## config.mk

```make
export PLATFORM = sky130hd
export DESIGN_NAME = coin_accumulator
export DESIGN_NICKNAME = d
export VERILOG_FILES = /design/src/rtl/coin_accumulator_pkg.sv /design/src/rtl/coin_edge_detect.sv /design/src/rtl/coin_accumulator.sv
export SDC_FILE = /design/constraint.sdc
export NUM_CORES = 1
export LEC_CHECK = 0
export CAP_MARGIN = 20
export CORE_MARGIN = 3
export CORE_UTILIZATION = 56
export CTS_CLUSTER_SIZE = 8
export DETAILED_ROUTE_END_ITERATION = 6
export PLACE_DENSITY = 0.91
export REMOVE_ABC_BUFFERS = 1
export SETUP_SLACK_MARGIN = 0.4
export SLEW_MARGIN = 20
export SYNTH_ARGS = -nofsm -noshare
export SYNTH_HDL_FRONTEND = slang
export SYNTH_SLANG_ARGS = --single-unit
```

## constraint.sdc

```tcl
create_clock -name clk -period 8.1 [get_ports clk]
set_input_delay 1.62 -clock clk [delete_from_list [all_inputs] [get_ports clk]]
set_output_delay 1.62 -clock clk [all_outputs]
set_load 0.01 [all_outputs]
```

## src/rtl/coin_accumulator_pkg.sv

```systemverilog
// coin_accumulator_pkg: FSM states and default denominations
// shared by the coin accumulator slice.
package coin_accumulator_pkg;

  typedef enum logic [1:0] {
    IDLE     = 2'd0,
    DISPENSE = 2'd1,
    GAP      = 2'd2
  } state_t;

  localparam int unsigned COIN_HALF_1     = 2;
  localparam int unsigned COIN_HALF_10    = 20;
  localparam int unsigned DEF_WIDTH       = 8;
  localparam int unsigned DEF_MAX_BALANCE = 250;

endpackage

```

## src/rtl/coin_edge_detect.sv

```systemverilog
// coin_edge_detect: one coin channel, optional 2-flop synchroniser
// (COIN_ACCUMULATOR_SYNC_EN) then a rising-edge event.
module coin_edge_detect (
  input  logic clk,
  input  logic rst,
  input  logic coin,
  output logic evt
);

  logic lvl;
  logic last;

`ifdef COIN_ACCUMULATOR_SYNC_EN
  logic s1;
  logic s2;

  always_ff @(posedge clk) begin
    if (rst) begin
      s1 <= 1'b0;
      s2 <= 1'b0;
    end else begin
      s1 <= coin;
      s2 <= s1;
    end
  end

  assign lvl = s2;
`else
  assign lvl = coin;
`endif

  always_ff @(posedge clk) begin
    if (rst) last <= 1'b0;
    else     last <= lvl;
  end

  assign evt = lvl & ~last;

endmodule

```

## src/rtl/coin_accumulator.sv

```systemverilog
// coin_accumulator: N-channel coin credit, charge handshake and
// timed refund eject. Synchroniser enabled by COIN_ACCUMULATOR_SYNC_EN.
module coin_accumulator
  import coin_accumulator_pkg::*;
#(
  parameter int unsigned NUM_COINS = 2,
  parameter int unsigned WIDTH     = DEF_WIDTH,
  parameter logic [NUM_COINS*WIDTH-1:0] COIN_VALUES =
    {8'(COIN_HALF_10), 8'(COIN_HALF_1)},
  parameter int unsigned MAX_BALANCE = DEF_MAX_BALANCE,
  parameter int unsigned GAP_CYCLES  = 2
) (
  input  logic                 clk,
  input  logic                 rst,
  input  logic [NUM_COINS-1:0] coin_in,
  input  logic                 lock,
  input  logic                 charge_valid,
  input  logic [WIDTH-1:0]     charge_amt,
  output logic                 charge_ack,
  output logic                 charge_nak,
  input  logic                 refund_req,
  output logic [WIDTH-1:0]     balance,
  output logic                 coin_reject,
  output logic [NUM_COINS-1:0] disp_coin,
  output logic                 busy,
  output logic [WIDTH-1:0]     refund_lost
);

  localparam int unsigned CW =
    (GAP_CYCLES > 1) ? $clog2(GAP_CYCLES) : 1;
  localparam int unsigned NW = $clog2(NUM_COINS + 1);
  localparam logic [WIDTH:0] MAXB = (WIDTH+1)'(MAX_BALANCE);

  state_t               state;
  state_t               state_n;
  logic [CW-1:0]        cnt;
  logic [CW-1:0]        cnt_n;
  logic [WIDTH-1:0]     bal_n;
  logic [WIDTH-1:0]     lost_n;
  logic [WIDTH-1:0]     cval;
  logic [WIDTH-1:0]     dval;
  logic [NUM_COINS-1:0] ev;
  logic [NUM_COINS-1:0] fit_oh;
  logic [NUM_COINS-1:0] disp_n;
  logic [NW-1:0]        nev;
  logic                 fit;
  logic                 idle;
  logic                 credit;
  logic                 ack_n;
  logic                 nak_n;
  logic                 rej_n;

  for (genvar i = 0; i < NUM_COINS; i++) begin : g_ch
    coin_edge_detect u_det (
      .clk  (clk),
      .rst  (rst),
      .coin (coin_in[i]),
      .evt  (ev[i])
    );
  end

  // Ascending denominations: the last fitting channel is the largest.
  always_comb begin
    nev    = '0;
    cval   = '0;
    fit    = 1'b0;
    fit_oh = '0;
    dval   = '0;
    for (int i = 0; i < NUM_COINS; i++) begin
      if (ev[i]) begin
        nev  = nev + NW'(1);
        cval = COIN_VALUES[i*WIDTH +: WIDTH];
      end
      if (COIN_VALUES[i*WIDTH +: WIDTH] <= balance) begin
        fit    = 1'b1;
        fit_oh = NUM_COINS'(1) << i;
        dval   = COIN_VALUES[i*WIDTH +: WIDTH];
      end
    end
  end

  always_comb begin
    state_n = state;
    cnt_n   = cnt;
    bal_n   = balance;
    lost_n  = refund_lost;
    disp_n  = '0;
    ack_n   = 1'b0;
    nak_n   = 1'b0;
    rej_n   = 1'b0;
    idle    = (state == IDLE);
    credit  = idle && (nev == NW'(1)) && !lock &&
              ({1'b0, balance} + {1'b0, cval} <= MAXB);

    if (credit)          bal_n = balance + cval;
    else if (nev != '0)  rej_n = 1'b1;

    if (charge_valid) begin
      if (idle && charge_amt <= bal_n) begin
        bal_n = bal_n - charge_amt;
        ack_n = 1'b1;
      end else begin
        nak_n = 1'b1;
      end
    end

    unique case (state)
      IDLE: begin
        if (refund_req) state_n = DISPENSE;
      end
      DISPENSE: begin
        if (fit) begin
          disp_n  = fit_oh;
          bal_n   = balance - dval;
          cnt_n   = '0;
          state_n = GAP;
        end else begin
          lost_n  = balance;
          bal_n   = '0;
          state_n = IDLE;
        end
      end
      GAP: begin
        if (cnt == CW'(GAP_CYCLES - 1)) state_n = DISPENSE;
        else cnt_n = cnt + CW'(1);
      end
      default: state_n = IDLE;
    endcase
  end

  always_ff @(posedge clk) begin
    if (rst) begin
      state       <= IDLE;
      cnt         <= '0;
      balance     <= '0;
      refund_lost <= '0;
      disp_coin   <= '0;
      charge_ack  <= 1'b0;
      charge_nak  <= 1'b0;
      coin_reject <= 1'b0;
    end else begin
      state       <= state_n;
      cnt         <= cnt_n;
      balance     <= bal_n;
      refund_lost <= lost_n;
      disp_coin   <= disp_n;
      charge_ack  <= ack_n;
      charge_nak  <= nak_n;
      coin_reject <= rej_n;
    end
  end

  assign busy = (state != IDLE);

endmodule

```

==> results.sh <==
export IMPL_hp_class="flop to flop"
export IMPL_crit_start="coin_in[1]"
export IMPL_vias=1703
export IMPL_port_buffers=36
export IMPL_post_drt_via_cell_ratio=5.71
export IMPL_regArea_um2=520
export IMPL_period_share_pct=75.2
export IMPL_rr_worst_depth=18
export IMPL_peakVddDrop_mv=0.189
export IMPL_multiInputGateArea_um2=1270
export IMPL_synthTopCellsByCount="26 x dfxtp_1, 23 x nor2_1, 16 x inv_1, 14 x ha_1, 10 x xnor2_1"
export IMPL_grt_max_degree=16
export IMPL_path_max_fanout=9
export IMPL_seq_power_share_pct=23.4
export IMPL_r2r_end="balance[2]$_SDFF_PP0_"
export IMPL_hold_violations=0
export IMPL_cts_root_buf="clkbuf_4"
export IMPL_cts_setup_buffers=0
export IMPL_dpl_hpwl_mm=3.48
export IMPL_grt_pass1_vias=1638
export IMPL_wirelength_mm=4.42
export IMPL_wl_per_cell_um=14.8
export IMPL_reg2reg_from="g_ch[1].u_det.last$_SDFF_PP0_"
export IMPL_p_int_w=0.000444
export IMPL_initial_utilization_pct=60.7
export IMPL_tritoncts="done"
export IMPL_coreArea_um2=3150
export IMPL_synth_area_leaders="dfxtp_1 27%, ha_1 9.2%, xnor2_1 4.6%, nor2_1 4.5%, mux2i_1 3.7%"
export IMPL_clock_sinks=26
export IMPL_leakagePower_nw=0.931
export IMPL_max_freq_mhz=164
export IMPL_finalSetupViolCount=0
export IMPL_clk_pin_slew_ns=0.14
export IMPL_grt_pass1_wl_mm=7.38
export IMPL_synth_area_um2=1910
export IMPL_die_w_um=64.5
export IMPL_placed_cell_area_um2=2270
export IMPL_drive_gt1_share_pct=6.69
export IMPL_clock_skew_ns=0.00440
export IMPL_pwr_density_cell_nw_per_um2=357
export IMPL_ff2ff_setup_slack_ns=3.40
export IMPL_fin_crit_ns=6.09
export IMPL_cts_resized=0
export IMPL_rsz0062_at_grt="no"
export IMPL_clkPwrFrac_pct=8.1
export IMPL_fillers=240
export IMPL_hold_buffers=0
export IMPL_synth_edf_count=0
export IMPL_min_from="refund_lost[0]$_SDFFE_PP0P_"
export IMPL_gp_congestion=0.875
export IMPL_synth_seq_cells=26
export IMPL_area_growth_pct=20.3
export IMPL_final_core_util_pct=73.0
export IMPL_start_kind="input pin"
export IMPL_status="finished, final reports clean"
export IMPL_hold_depth=2
export IMPL_async_flop_share_pct=0
export IMPL_cp_end_kind="flop"
export IMPL_fin_setup_tns_ns=0
export IMPL_ctsLongestPathBuffers=2
export IMPL_swShare_pct=46.0
export IMPL_comb_power_share_pct=68.5
export IMPL_drc=0
export IMPL_diodes=0
export IMPL_die_h_um=64.5
export IMPL_rows=20
export IMPL_drt_first_pass_iters=4
export IMPL_slew_headroom_pct=57.6
export IMPL_die_area_um2=4160
export IMPL_cts_buffers=3
export IMPL_synth_top_area_share_pct=27.2
export IMPL_ys_warn_count=0
export IMPL_grt_usage_pct=22.1
export IMPL_fin_area_um2=2300
export IMPL_synth_area_per_cell_um2=8.51
export IMPL_grt_antenna_before_repair=0
export IMPL_synth_top_area_cell="dfxtp_1"
export IMPL_whs_endpoint="refund_lost[0]$_SDFFE_PP0P_"
export IMPL_clk_latency_ns=0.33
export IMPL_gr_total_overflow=0
export IMPL_io_pins=37
export IMPL_h_tree_depth=1
export IMPL_nets=286
export IMPL_synth_cell_types=52
export IMPL_maxSlewViolCount=0
export IMPL_total_power_w=0.000821
export IMPL_drtIter0Drc=170
export IMPL_ys_flop_type="dfxtp_1"
export IMPL_yosysSeqAreaShare_pct=27.2
export IMPL_critPathKind="input pin to flop"
export IMPL_critPathArrivalTime_ns=6.32
export IMPL_tightest_slew_ns=0.632
export IMPL_drv_cap=0
export IMPL_synth_most_common_cell="dfxtp_1"
export IMPL_power_switching_w=0.000378
export IMPL_crit_required_ns=8.33
export IMPL_syn_inst=225
export IMPL_antenna_left=0
==> metrics by stage <==
step	setup slack, ns	cells	hold slack (ns)
detailed placement	1.77	294	0.447
global placement	1.98	294	0.442
CTS	2.08	298	0.473
floorplan	2.66	214	0.474
finish	2.01	298	0.466
global route	1.69	298	0.498
==> flip-flops by register name, summed over array words and instances, names as in the netlist <==
signal,cells
charge_nak,1
balance,8
g_ch.u_det.last,2
coin_reject,1
state,2
charge_ack,1
cnt,1
refund_lost,8
disp_coin,2
==> worst max-delay path: stages <==
cell	delay, ns
clkdlybuf4s50_1	0.47
and2b_1	0.26
inv_1	0.13
ha_1	0.22
ha_1	0.23
ha_1	0.25
o21a_1	0.17
a21oi_1	0.22
o31ai_1	0.14
a311oi_4	0.38
nor2_2	0.11
mux2_4	0.35
fa_1	0.46
a211oi_1	0.23
nor2_1	0.10
o21ai_0	0.33
nor3_2	0.18
a32o_1	0.26
a31o_1	0.20
==> worst max-delay path by stage <==
stage,to,slack (ns),depth (start not counted)
global route,balance[5]$_SDFF_PP0_,1.69,19
global placement,balance[2]$_SDFF_PP0_,1.98,19
detailed placement,balance[2]$_SDFF_PP0_,1.77,19
floorplan,balance[2]$_SDFF_PP0_,2.66,18
CTS,balance[2]$_SDFF_PP0_,2.08,19
finish,balance[2]$_SDFF_PP0_,2.01,19
==> routing by layer <==
metal	part of all wire [%]	up-vias	GRT usage [%]
li1	-	848	-
met3	5.2	18	2.43
met1	43	768	28.1
met2	48	69	37.0
met5	0	-	0
met4	3.8	0	10.8
==> placed cells by master (no fill, tap or decap), types with 4 or more instances in the layout <==
cell,Yosys,final
o21a_1,7,7
o21ai_0,8,8
dfxtp_1,26,26
inv_1,16,16
nand2_1,8,8
xor2_1,4,4
ha_1,14,14
clkdlybuf4s50_1,0,36
and2_1,9,9
a21oi_1,9,9
a211oi_1,4,4
nor2b_1,5,5
o211ai_1,4,4
nor2_1,23,23
mux2i_1,7,7
nand3_1,6,6
xnor2_1,10,10
nor3_1,8,8
==> power groups by stage <==
stage	Combinational, W	Clock, W	Sequential, W
2_1_floorplan	0.000414	0	0.000191
3_3_place_gp	0.000533	0	0.000191
3_5_place_dp	0.000547	0	0.000193
4_1_cts	0.000557	0.0000676	0.000191
5_1_grt	0.000624	0.0000731	0.000198
6_report	0.000562	0.0000669	0.000192
==> layout make-up <==
cell class / count / share of cell area (%)
repair buffers: 36 / 15.7
well taps: 44 / 2.39
flip-flops and latches: 26 / 22.6
inverters: 16 / 2.61
multi-input cells: 172 / 55.2
clock buffers: 4 / 1.58
==> cells by family after synthesis <==
logic type	synth area share, %
xor+xnor	6.40
fa+ha+maj	11.2
buf+inv	6.47
simple gates	22.8
compound gates	19.5
mux	6.41
flops	27.2
(Power assumes the default switching activity.)
